**src/rtl/turn_controller.sv**
```systemverilog
// Connect-4 turn sequencer: drives the turn timer, alternates players, requests auto moves on expiry.
// Optional WARN_BLINK_EN macro makes the low-time warning blink instead of holding a steady level.
module turn_controller #(
  parameter int unsigned COLS      = 7,
  parameter int unsigned WARN_SECS = 3,
  parameter int unsigned BLINK_DIV = 12_500_000
) (
  input  logic       clk,
  input  logic       reset,
  input  logic       start,
  input  logic       game_over,
  input  logic       move_valid,
  input  logic       timer_expired,
  input  logic [3:0] timer_count,
  input  logic       auto_ack,
  input  logic       auto_nack,
  output logic       timer_reset,
  output logic       timer_enable,
  output logic       player,
  output logic       auto_req,
  output logic [2:0] auto_col,
  output logic       no_moves,
  output logic       warn
);

  localparam int unsigned CW = 3;
  localparam int unsigned TW = 4;
  localparam logic [CW-1:0] COL_LAST = CW'(COLS - 1);

  typedef enum logic [2:0] {
    S_IDLE,
    S_ARM,
    S_PLAY,
    S_AUTO_REQ,
    S_AUTO_GAP,
    S_SWITCH,
    S_DONE
  } state_t;

  state_t        state, state_nx;
  logic [CW-1:0] col_ptr, col_ptr_nx;
  logic [CW-1:0] tries, tries_nx;
  logic [CW-1:0] auto_col_nx;
  logic          player_nx, no_moves_nx;
  logic          timer_reset_nx, timer_enable_nx, auto_req_nx;
  logic          warn_qual;

  // State and registered outputs
  always_ff @(posedge clk) begin
    if (reset) begin
      state        <= S_IDLE;
      col_ptr      <= '0;
      tries        <= '0;
      timer_reset  <= 1'b1;
      timer_enable <= 1'b0;
      player       <= 1'b0;
      auto_req     <= 1'b0;
      auto_col     <= '0;
      no_moves     <= 1'b0;
    end else begin
      state        <= state_nx;
      col_ptr      <= col_ptr_nx;
      tries        <= tries_nx;
      timer_reset  <= timer_reset_nx;
      timer_enable <= timer_enable_nx;
      player       <= player_nx;
      auto_req     <= auto_req_nx;
      auto_col     <= auto_col_nx;
      no_moves     <= no_moves_nx;
    end
  end

  // Next state; outputs are decoded from the state being entered so they land with it
  always_comb begin
    state_nx    = state;
    tries_nx    = tries;
    auto_col_nx = auto_col;
    player_nx   = player;
    no_moves_nx = no_moves;
    col_ptr_nx  = (col_ptr == COL_LAST) ? '0 : col_ptr + CW'(1);

    case (state)
      S_IDLE: begin
        if (start) state_nx = S_ARM;
      end
      S_ARM: state_nx = S_PLAY;
      S_PLAY: begin
        if (game_over) begin
          state_nx = S_DONE;
        end else if (move_valid) begin
          state_nx  = S_SWITCH;
          player_nx = ~player;
        end else if (timer_expired) begin
          state_nx    = S_AUTO_REQ;
          auto_col_nx = col_ptr;
          tries_nx    = '0;
        end
      end
      S_AUTO_REQ: begin
        if (game_over) begin
          state_nx = S_DONE;
        end else if (auto_ack) begin
          state_nx  = S_SWITCH;
          player_nx = ~player;
        end else if (auto_nack) begin
          if ((4'(tries) + 4'd1) == 4'(COLS)) begin
            state_nx    = S_DONE;
            no_moves_nx = 1'b1;
          end else begin
            state_nx    = S_AUTO_GAP;
            tries_nx    = tries + CW'(1);
            auto_col_nx = (auto_col == COL_LAST) ? '0 : auto_col + CW'(1);
          end
        end
      end
      S_AUTO_GAP: state_nx = S_AUTO_REQ;
      S_SWITCH:   state_nx = S_PLAY;
      S_DONE: begin
        if (start) begin
          state_nx    = S_ARM;
          player_nx   = 1'b0;
          no_moves_nx = 1'b0;
        end
      end
      default: state_nx = S_IDLE;
    endcase

    timer_reset_nx  = (state_nx == S_IDLE) || (state_nx == S_ARM) || (state_nx == S_SWITCH);
    timer_enable_nx = (state_nx == S_PLAY);
    auto_req_nx     = (state_nx == S_AUTO_REQ);
  end

  assign warn_qual = (state == S_PLAY) && (timer_count != '0) && (timer_count <= TW'(WARN_SECS));

`ifdef WARN_BLINK_EN
  localparam int unsigned BW = (BLINK_DIV > 1) ? $clog2(BLINK_DIV) : 1;

  logic [BW-1:0] blink_cnt;
  logic          blink_on;

  // Blink starts high on the first qualifying cycle and flips every BLINK_DIV cycles
  always_ff @(posedge clk) begin
    if (reset || !warn_qual) begin
      warn      <= 1'b0;
      blink_cnt <= '0;
      blink_on  <= 1'b0;
    end else if (!blink_on) begin
      warn      <= 1'b1;
      blink_cnt <= '0;
      blink_on  <= 1'b1;
    end else if (blink_cnt == BW'(BLINK_DIV - 1)) begin
      warn      <= ~warn;
      blink_cnt <= '0;
    end else begin
      blink_cnt <= blink_cnt + BW'(1);
    end
  end
`else
  // BLINK_DIV only shapes the blinking build; an empty block keeps it referenced
  if (BLINK_DIV == 0) begin : g_blink_div_unused
  end

  always_ff @(posedge clk) begin
    if (reset) warn <= 1'b0;
    else       warn <= warn_qual;
  end
`endif

endmodule
```
**config.mk**
```make
export PLATFORM = sky130hd
export DESIGN_NAME = turn_controller
export DESIGN_NICKNAME = d
export VERILOG_FILES = /design/src/rtl/turn_controller.sv
export SDC_FILE = /design/constraint.sdc
export NUM_CORES = 1
export LEC_CHECK = 0
export ABC_AREA = 1
export CORE_ASPECT_RATIO = 0.9
export CORE_MARGIN = 2
export CORE_UTILIZATION = 45
export CTS_CLUSTER_DIAMETER = 120
export DETAILED_ROUTE_END_ITERATION = 10
export GPL_ROUTABILITY_DRIVEN = 0
export PLACE_DENSITY = 0.72
export SLEW_MARGIN = 20
export SYNTH_ARGS = -nofsm -noshare
export SYNTH_HDL_FRONTEND = slang
export SYNTH_SLANG_ARGS = --single-unit
```
**constraint.sdc**
```tcl
create_clock -name clk -period 1.56 [get_ports clk]
set_input_delay 0.312 -clock clk [delete_from_list [all_inputs] [get_ports clk]]
set_output_delay 0.312 -clock clk [all_outputs]
set_load 0.05 [all_outputs]
```
# After elaboration in Yosys (flattened, before gate mapping)
# Cells that the tools add are included.
[word_totals]
in_bits = 12
regBits = 18
latchBits = 0
wordCells = 93
n_memories = 0
romBits = 0
mem_bits_rw = 0
out_inout_bits = 9
[classes]
n_eq_ne = 24
div = 0
n_shift = 0
reduce_logical = 16
n_mux = 37
add_sub_neg = 4
order_cmp = 1
multipliers = 0
n_bitwise = 1
[op_table]
columns = ["cell", "count"]
rows = [
  ["$mux W3", 22],
  ["$ne A2 B2 Y1 const B", 11],
  ["$eq A3 B3 Y1 const B", 6],
  ["$pmux W3 S5", 1],
  ["$eq A3 B2 Y1 const B", 4],
  ["$pmux W3 S2", 2],
  ["$reduce_and A6 Y1", 2],
  ["$add A3 B1 Y3 const B", 3],
  ["$mux W1", 9],
  ["$reduce_and A8 Y1", 1],
  ["$eq A3 B1 Y1 const B", 2],
  ["$logic_not A3 Y1", 2],
  ["$reduce_or A2 Y1", 3],
  ["$add A3 B1 Y4 const B", 1],
  ["$eq A4 B3 Y1 const B", 1],
  ["$le A4 B2 Y1 const B", 1],
  ["$reduce_bool A2 Y1", 2],
  ["$reduce_bool A4 Y1", 1],
  ["$pmux W1 S3", 1],
  ["$reduce_bool A3 Y1", 1],
  ["$logic_and A1 B1 Y1", 2],
  ["$logic_or A1 B1 Y1", 2],
  ["$mux W2", 1],
  ["$pmux W1 S2", 1],
  ["$not A1 Y1", 1],
]

# Depth between registers and ports, before layout
[logic_depth]
ltp_word = 10
mapped_depth = 11
ltp_nobuf = 11

# Worst setup path after synthesis
# Ideal clock, no wire load.
[synth_path]
path_kind = "reg-to-reg"
startpoint = "register tries[0]"
endpoint = "register auto_col[0]"
t_arrival_ps = 1168
setup_ps = 113
period_less_slack_ps = 1281
required_ps = 1447
n_path_buf = 0
path_stages_with_launch = 12
path_slack_ps = 279
path_cell_list = "dfxtp_1 > ha_1 > inv_1 > nand2_1 > nand2_1 > nand3_1 > nand2_1 > nand2_2 > nand2_2 > nand2_1 > nand2_1 > nor2_1"
[synth_via]
elab_chain_cells = 4
[synth_lines]
columns = ["item", "line", "rtl"]
rows = [
  ["start, declared", "42", "logic [CW-1:0] tries, tries_nx;"],
  ["start signal, assigned", "63", "tries <= tries_nx;"],
  ["$add A3 B1 Y4", "106", "if ((4'(tries) + 4'd1) == 4'(COLS)) begin"],
  ["$eq A4 B3 Y1", "106", ""],
  ["$ne A2 B2 Y1 (no source line)", "-", ""],
  ["$reduce_and A8 Y1 (no source line)", "-", ""],
  ["end signal, assigned", "68", "auto_col <= auto_col_nx;"],
  ["end, declared", "21", "output logic [2:0] auto_col,"],
]
# Every way passes these cells.
# A chain may end at the register's enable or synchronous reset.

# Worst setup path in the final report
# Same ends and word-level chain as after synthesis.

==> results.cfg <==
[sta]
finalSetupTns_ns = 0
fin_crit_sh_pct = 92.7
setup_viol = 0
finalHoldViolCount = 0
min_period_ns = 1.45
maxSlewHeadroom_pct = 81.8
worstMarginPinSlew_ns = 0.273
rsz0062_at_grt = yes
fmax_mhz = 691
slew_viol_final = 0
skew_ns = 0.0176

[synthesis]
synth_cells = 159
synth.most_common_cell = nand2_1
synth.area.top_cells = dfxtp_1 (36%), nand2_1 (19%), nor2_1 (9.6%), inv_1 (7.0%), ha_1 (4.9%)
ys_dominant_reg_cell = dfxtp_1
yosys_warnings = 0
mappedNetlistNets = 175
syn_area_um2 = 1010
ys_seq_area_share_pct = 35.6
netlist_top_cells_count = nand2_1 (51), nor2_1 (26), inv_1 (19)
syn_area_per_cell_um2 = 6.37
synth_area_leader_cell = dfxtp_1
synth-edff-count = 0
synth_cell_types = 21
async_flop_share_pct = 0
synth_top_area_share_pct = 35.6
ys_seq_elements = 18

[setup_path]
worstSetupPathType = reg2reg
arrival_ns = 1.66
critical_path_required_ns = 1.78
cp-end-kind = flip-flop
startpoint_type = flip-flop
cp_max_fo = 9

[cts]
insertion_delay_ns = 0.31
clkTransAtPathRegs_ns = 0.12
cts_hold_buf = 0
numCtsBuffers = 3
h-tree-depth = 1
cts_tree = done
clock_sinks = 18
clk_path_buf_depth = 2
cts_root_buffer = clkbuf_4

[route]
wl_per_cell_um = 11.4
drt_iter0_markers = 31
via_per_inst = 4.91
drcViolationCount = 0
drtAntennaViolNets = 0
vias = 1086
wirelength_mm = 2.52
drt_first_pass_iters = 4

[layout]
seq_area_um2 = 365
antenna_cells = 0
nets = 211
drive_gt1_share_pct = 18.0
finalCoreUtilization_pct = 64.9
multi_input_area_um2 = 578
area_growth_pct = 38.6
fillers = 216

[floorplan]
ios = 21
start_util_pct = 46.8
coreArea_um2 = 2160
die_y_um = 49.0
die_w_um = 54.0
num_rows = 16
dieArea_um2 = 2650

[grt]
grt_start_max_net_pins = 11
grt_pass1_vias = 943
overflow = 0
grt_pass1_wl_mm = 3.89
grt_use_total_pct = 20.0
antenna_found_initial = 0

[power]
power_density_nw_per_um2 = 1250
irDropWorstVdd_uv = 851
power_leakage_nw = 0.691

[placed_design]
numPortBuffers = 20
hpwl_mm = 1.84

[run]
cap_violations = 0

[min_path]
min-delay-path-class = reg2reg

[outcome]
outcome = completed
## through the flow
step                      cells  cell area, um2  total power, mW  hold WS, ns  worst slack (ns)
after detailed placement    213            1330             1.44        0.438            -0.160
final                       221            1400             1.75        0.451             0.114
after floorplan             159            1010             1.14        0.381             0.279
after global placement      213            1330             1.41        0.433           -0.0679
after CTS                   217            1360             1.73        0.452            0.0839
after global routing        221            1400             1.88        0.482           -0.0785
## per-layer routing
| metal | up-vias | part of all wire (%) | global-route usage (%) | routed length, um |
|---|---|---|---|---|
| met5 | - | 0 | 0 | 0 |
| met3 | 5 | 3.7 | 6.44 | 94 |
| met2 | 18 | 47 | 30.1 | 1190 |
| li1 | 565 | - | - | - |
| met4 | 0 | 0.83 | 5.83 | 21 |
| met1 | 498 | 48 | 27.2 | 1210 |
## registers in the layout, indices dropped and copies added, names as in the netlist
name,count
auto_col,3
col_ptr,3
state,3
tries,3
auto_req,1
no_moves,1
player,1
timer_enable,1
timer_reset,1
warn,1
## cells by family after synthesis
logic type / synth area share [%]
and+or+nand+nor: 39.9
buffers and inverters: 7.79
AOI/OAI and AO/OA: 10.0
DFF: 35.6
adders and majority gates: 4.94
xor gates and xnor gates: 1.73
## worst paths after layout
check / startpoint / end / slack (ns) / depth (start not counted)
max: tries[0] / auto_col[0] / 0.11 / 11
min: col_ptr[0] / col_ptr[0] / 0.45 / 1
max reg2reg: tries[0] / auto_col[0] / 0.11 / 11
min reg2reg: col_ptr[0] / col_ptr[0] / 0.45 / 1
## where the power goes
part	total (mW)	switching (mW)	internal, mW
sequential	0.647	0.0933	0.554
combinational	0.812	0.486	0.326
clock	0.295	0.153	0.142
## worst max-delay path, stage by stage, from the launching register on
cell     delay, ns
dfxtp_2       0.36
ha_1          0.21
inv_1         0.05
nand2_1       0.05
nand2_1       0.05
nand3_1       0.09
nand2_1       0.17
nand2_4       0.11
nand2_2       0.10
nand2_1       0.05
nand2_1       0.06
nor2_1        0.04
## layout by cell type (no fill, tap or decap)
cell type / count
a21oi_1: 9
buf_12: 4
buf_4: 16
clkbuf_4: 3
clkbuf_8: 1
clkdlybuf4s50_1: 11
clkinv_1: 1
dfxtp_1: 14
dfxtp_2: 4
ha_1: 4
inv_1: 19
inv_2: 1
nand2_1: 51
nand2_2: 1
nand2_4: 1
nand3_1: 9
nand3b_1: 1
nor2_1: 26
nor2_4: 2
nor3_1: 1
nor3_2: 1
o211a_1: 1
o21ai_0: 7
o21ai_1: 1
o22ai_1: 1
or2_0: 1
or2_2: 1
xnor2_1: 2
## final cells by class
cell class | count | share of cell area (%)
sequential | 18 | 26.0
tap | 27 | 2.41
inverter | 21 | 5.62
multi-input combinational | 120 | 41.2
clock buffer | 4 | 2.59
timing repair buffer | 31 | 22.1
## timing repair
action | CTS | global route
gates resized for setup | 0 | 5
setup endpoints to repair | 0 | 8
setup buffers | 0 | 4
hold endpoints to repair | 0 | 0
(Power assumes the default switching activity.)
==> edit: new RTL, config.mk and constraints unchanged <==
Re-encode `state_t` (7 states) as Gray code, 3 bits wide.
--- a/src/rtl/turn_controller.sv
+++ b/src/rtl/turn_controller.sv
@@ -28,13 +28,13 @@
   localparam logic [CW-1:0] COL_LAST = CW'(COLS - 1);
 
   typedef enum logic [2:0] {
-    S_IDLE,
-    S_ARM,
-    S_PLAY,
-    S_AUTO_REQ,
-    S_AUTO_GAP,
-    S_SWITCH,
-    S_DONE
+    S_IDLE     = 3'b000,
+    S_ARM      = 3'b001,
+    S_PLAY     = 3'b011,
+    S_AUTO_REQ = 3'b010,
+    S_AUTO_GAP = 3'b110,
+    S_SWITCH   = 3'b111,
+    S_DONE     = 3'b101
   } state_t;
 
   state_t        state, state_nx;
Behaviour: same outputs for any inputs over 10 cycles, from zero or initial values and one cycle with reset high; not proved beyond that.
==> edit against the original RTL <==
- design area down 0.62%
- setup slack better by 0.015 ns
- global-route usage down 0.62 points
- power down 19%
- maximum frequency up 1.1%
- largest power group is now registers
- sequential cell count unchanged
- final cell count down 7.7%
- routed wire length down 9.9%
- synthesized area up 2.6%
- combinational power down 31%
- worst hold slack better by 0.0031 ns
- die area up 2.4%
==> edit: results (changes against the original RTL) <==
- Worst r2r src: tries[0] (unchanged)
- WL met3: 88 µm (was 94 µm)
- Outcome: completed (unchanged)
- Initial DRT Pass Iterations: 4 (unchanged)
- Worst-margin pin slew: 0.279 ns (was 0.273 ns)
- Syn_nets: 163 (was 175)
- Met3 GRT Util: 1.82% (was 6.44%)
- Post-synthesis cell type count: 26 (was 21)
- DP Cell Count: 198 (was 213)
- Crit-path leading delay family: simple AND/OR/NAND/NOR gates (unchanged)
- Met1 WL: 1.03 mm (was 1.21 mm)
- Synth top area cells: dfxtp_1 (35%), nand2_1 (11%), nor2_1 (7.2%), nand3_1 (5.8%), inv_1 (5.8%) (was dfxtp_1 (36%), nand2_1 (19%), nor2_1 (9.6%), inv_1 (7.0%), ha_1 (4.9%))
- Worst-case clock skew: 0.00565 ns (was 0.0176 ns)
- Met2 GRT Util: 32.7% (was 30.1%)
- GRT Util Overall: 19.4% (was 20.0%)
- Warnings from Yosys: 0 (unchanged)
- Post-place setup slack: -0.151 ns (was -0.160 ns)
- Clock buffer depth: 2 (unchanged)
- First-iteration detailed-routing DRC count: 8 (was 31)
- R2R setup slack: 0.13 ns (was 0.11 ns)
- H-tree level count: 1 (unchanged)
- Post-Place Cell Area: 1330 µm² (about the same)
- Slowest Stage Delay on Critical Path: 0.36 ns (about the same)
- LEAKAGE: 0.656 nW (was 0.691 nW)
- Sequential-to-total area share from yosys stat: 34.7% (was 35.6%)
- Synth top cells by count: nand2_1 (31), nor2_1 (20), dfxtp_1 (18) (was nand2_1 (51), nor2_1 (26), inv_1 (19))
- Worst Hold Class: flip-flop to flip-flop (unchanged)
- Post-Syn Instances: 147 (was 159)
- IO buf count: 20 (unchanged)
- Clock Latency Late Sink: 0.29 ns (was 0.31 ns)
- Avg WL per Cell: 11.1 µm (was 11.4 µm)
- Crit path to: tries[1] (was auto_col[0])
- Hold slack final: 0.454 ns (was 0.451 ns)
- Via count: 1,020 (was 1,086)
- Beginning of the critical path: tries[0] (unchanged)
- CP arrival: 1.63 ns (was 1.66 ns)
- Met1 Use GR: 24.0% (was 27.2%)
- Final WL: 2.27 mm (was 2.52 mm)
- Clock Pin Slew Worst Setup and Hold Paths: 0.10 ns (was 0.12 ns)
- Ys async rst share: 0% (unchanged)
- Fraction of layout cells with a size suffix above 1: 24.9% (was 18.0%)
- Nets: 194 (was 211)
- Maximum VDD drop: 0.000680 V (was 0.000851 V)
- Slowest-stage cell, CP: dfxtp_4 (was dfxtp_2)
- Vias in the first global route: 940 (was 943)
- Max FO, Critical Path: 7 (was 9)
- Met2 Routed Length: 1.11 mm (was 1.19 mm)
- Hold endpoint: col_ptr[0] (unchanged)
- Post-detail-place hpwl: 1.77 mm (was 1.84 mm)
- Final period util: 91.7% (was 92.7%)
## edit: kinds of logic after synthesis
group | Yosys count | share of synthesized area (%)
AND/OR/NAND/NOR | 79 | 36.6
AO/OA/AOI/OAI | 22 | 12.4
buffers and inverters | 22 | 9.76
flip-flops | 18 | 34.7
adder cells (fa/ha/maj) | 4 | 4.82
XOR/XNOR | 2 | 1.69
## edit: what timing repair did
item | 4_1_cts | 5_1_grt
gates resized for setup | 0 | 5
setup buffers | 0 | 2
setup endpoints to repair | 0 | 10
## edit: final cells by class
| class | instances | area [µm²] |
|---|---|---|
| clock buffers | 4 | 36.3 |
| fillers | 186 | 788 |
| inverters | 22 | 101 |
| multi-input cells | 107 | 584 |
| flip-flops and latches | 18 | 365 |
| well taps | 27 | 33.8 |
| repair buffers | 26 | 273 |
## edit: report_power, final
part	internal, W	total [W]	switching (W)
Clock	0.000142	0.000281	0.000139
Combinational	0.000224	0.000560	0.000336
Sequential	0.000523	0.000586	0.0000631
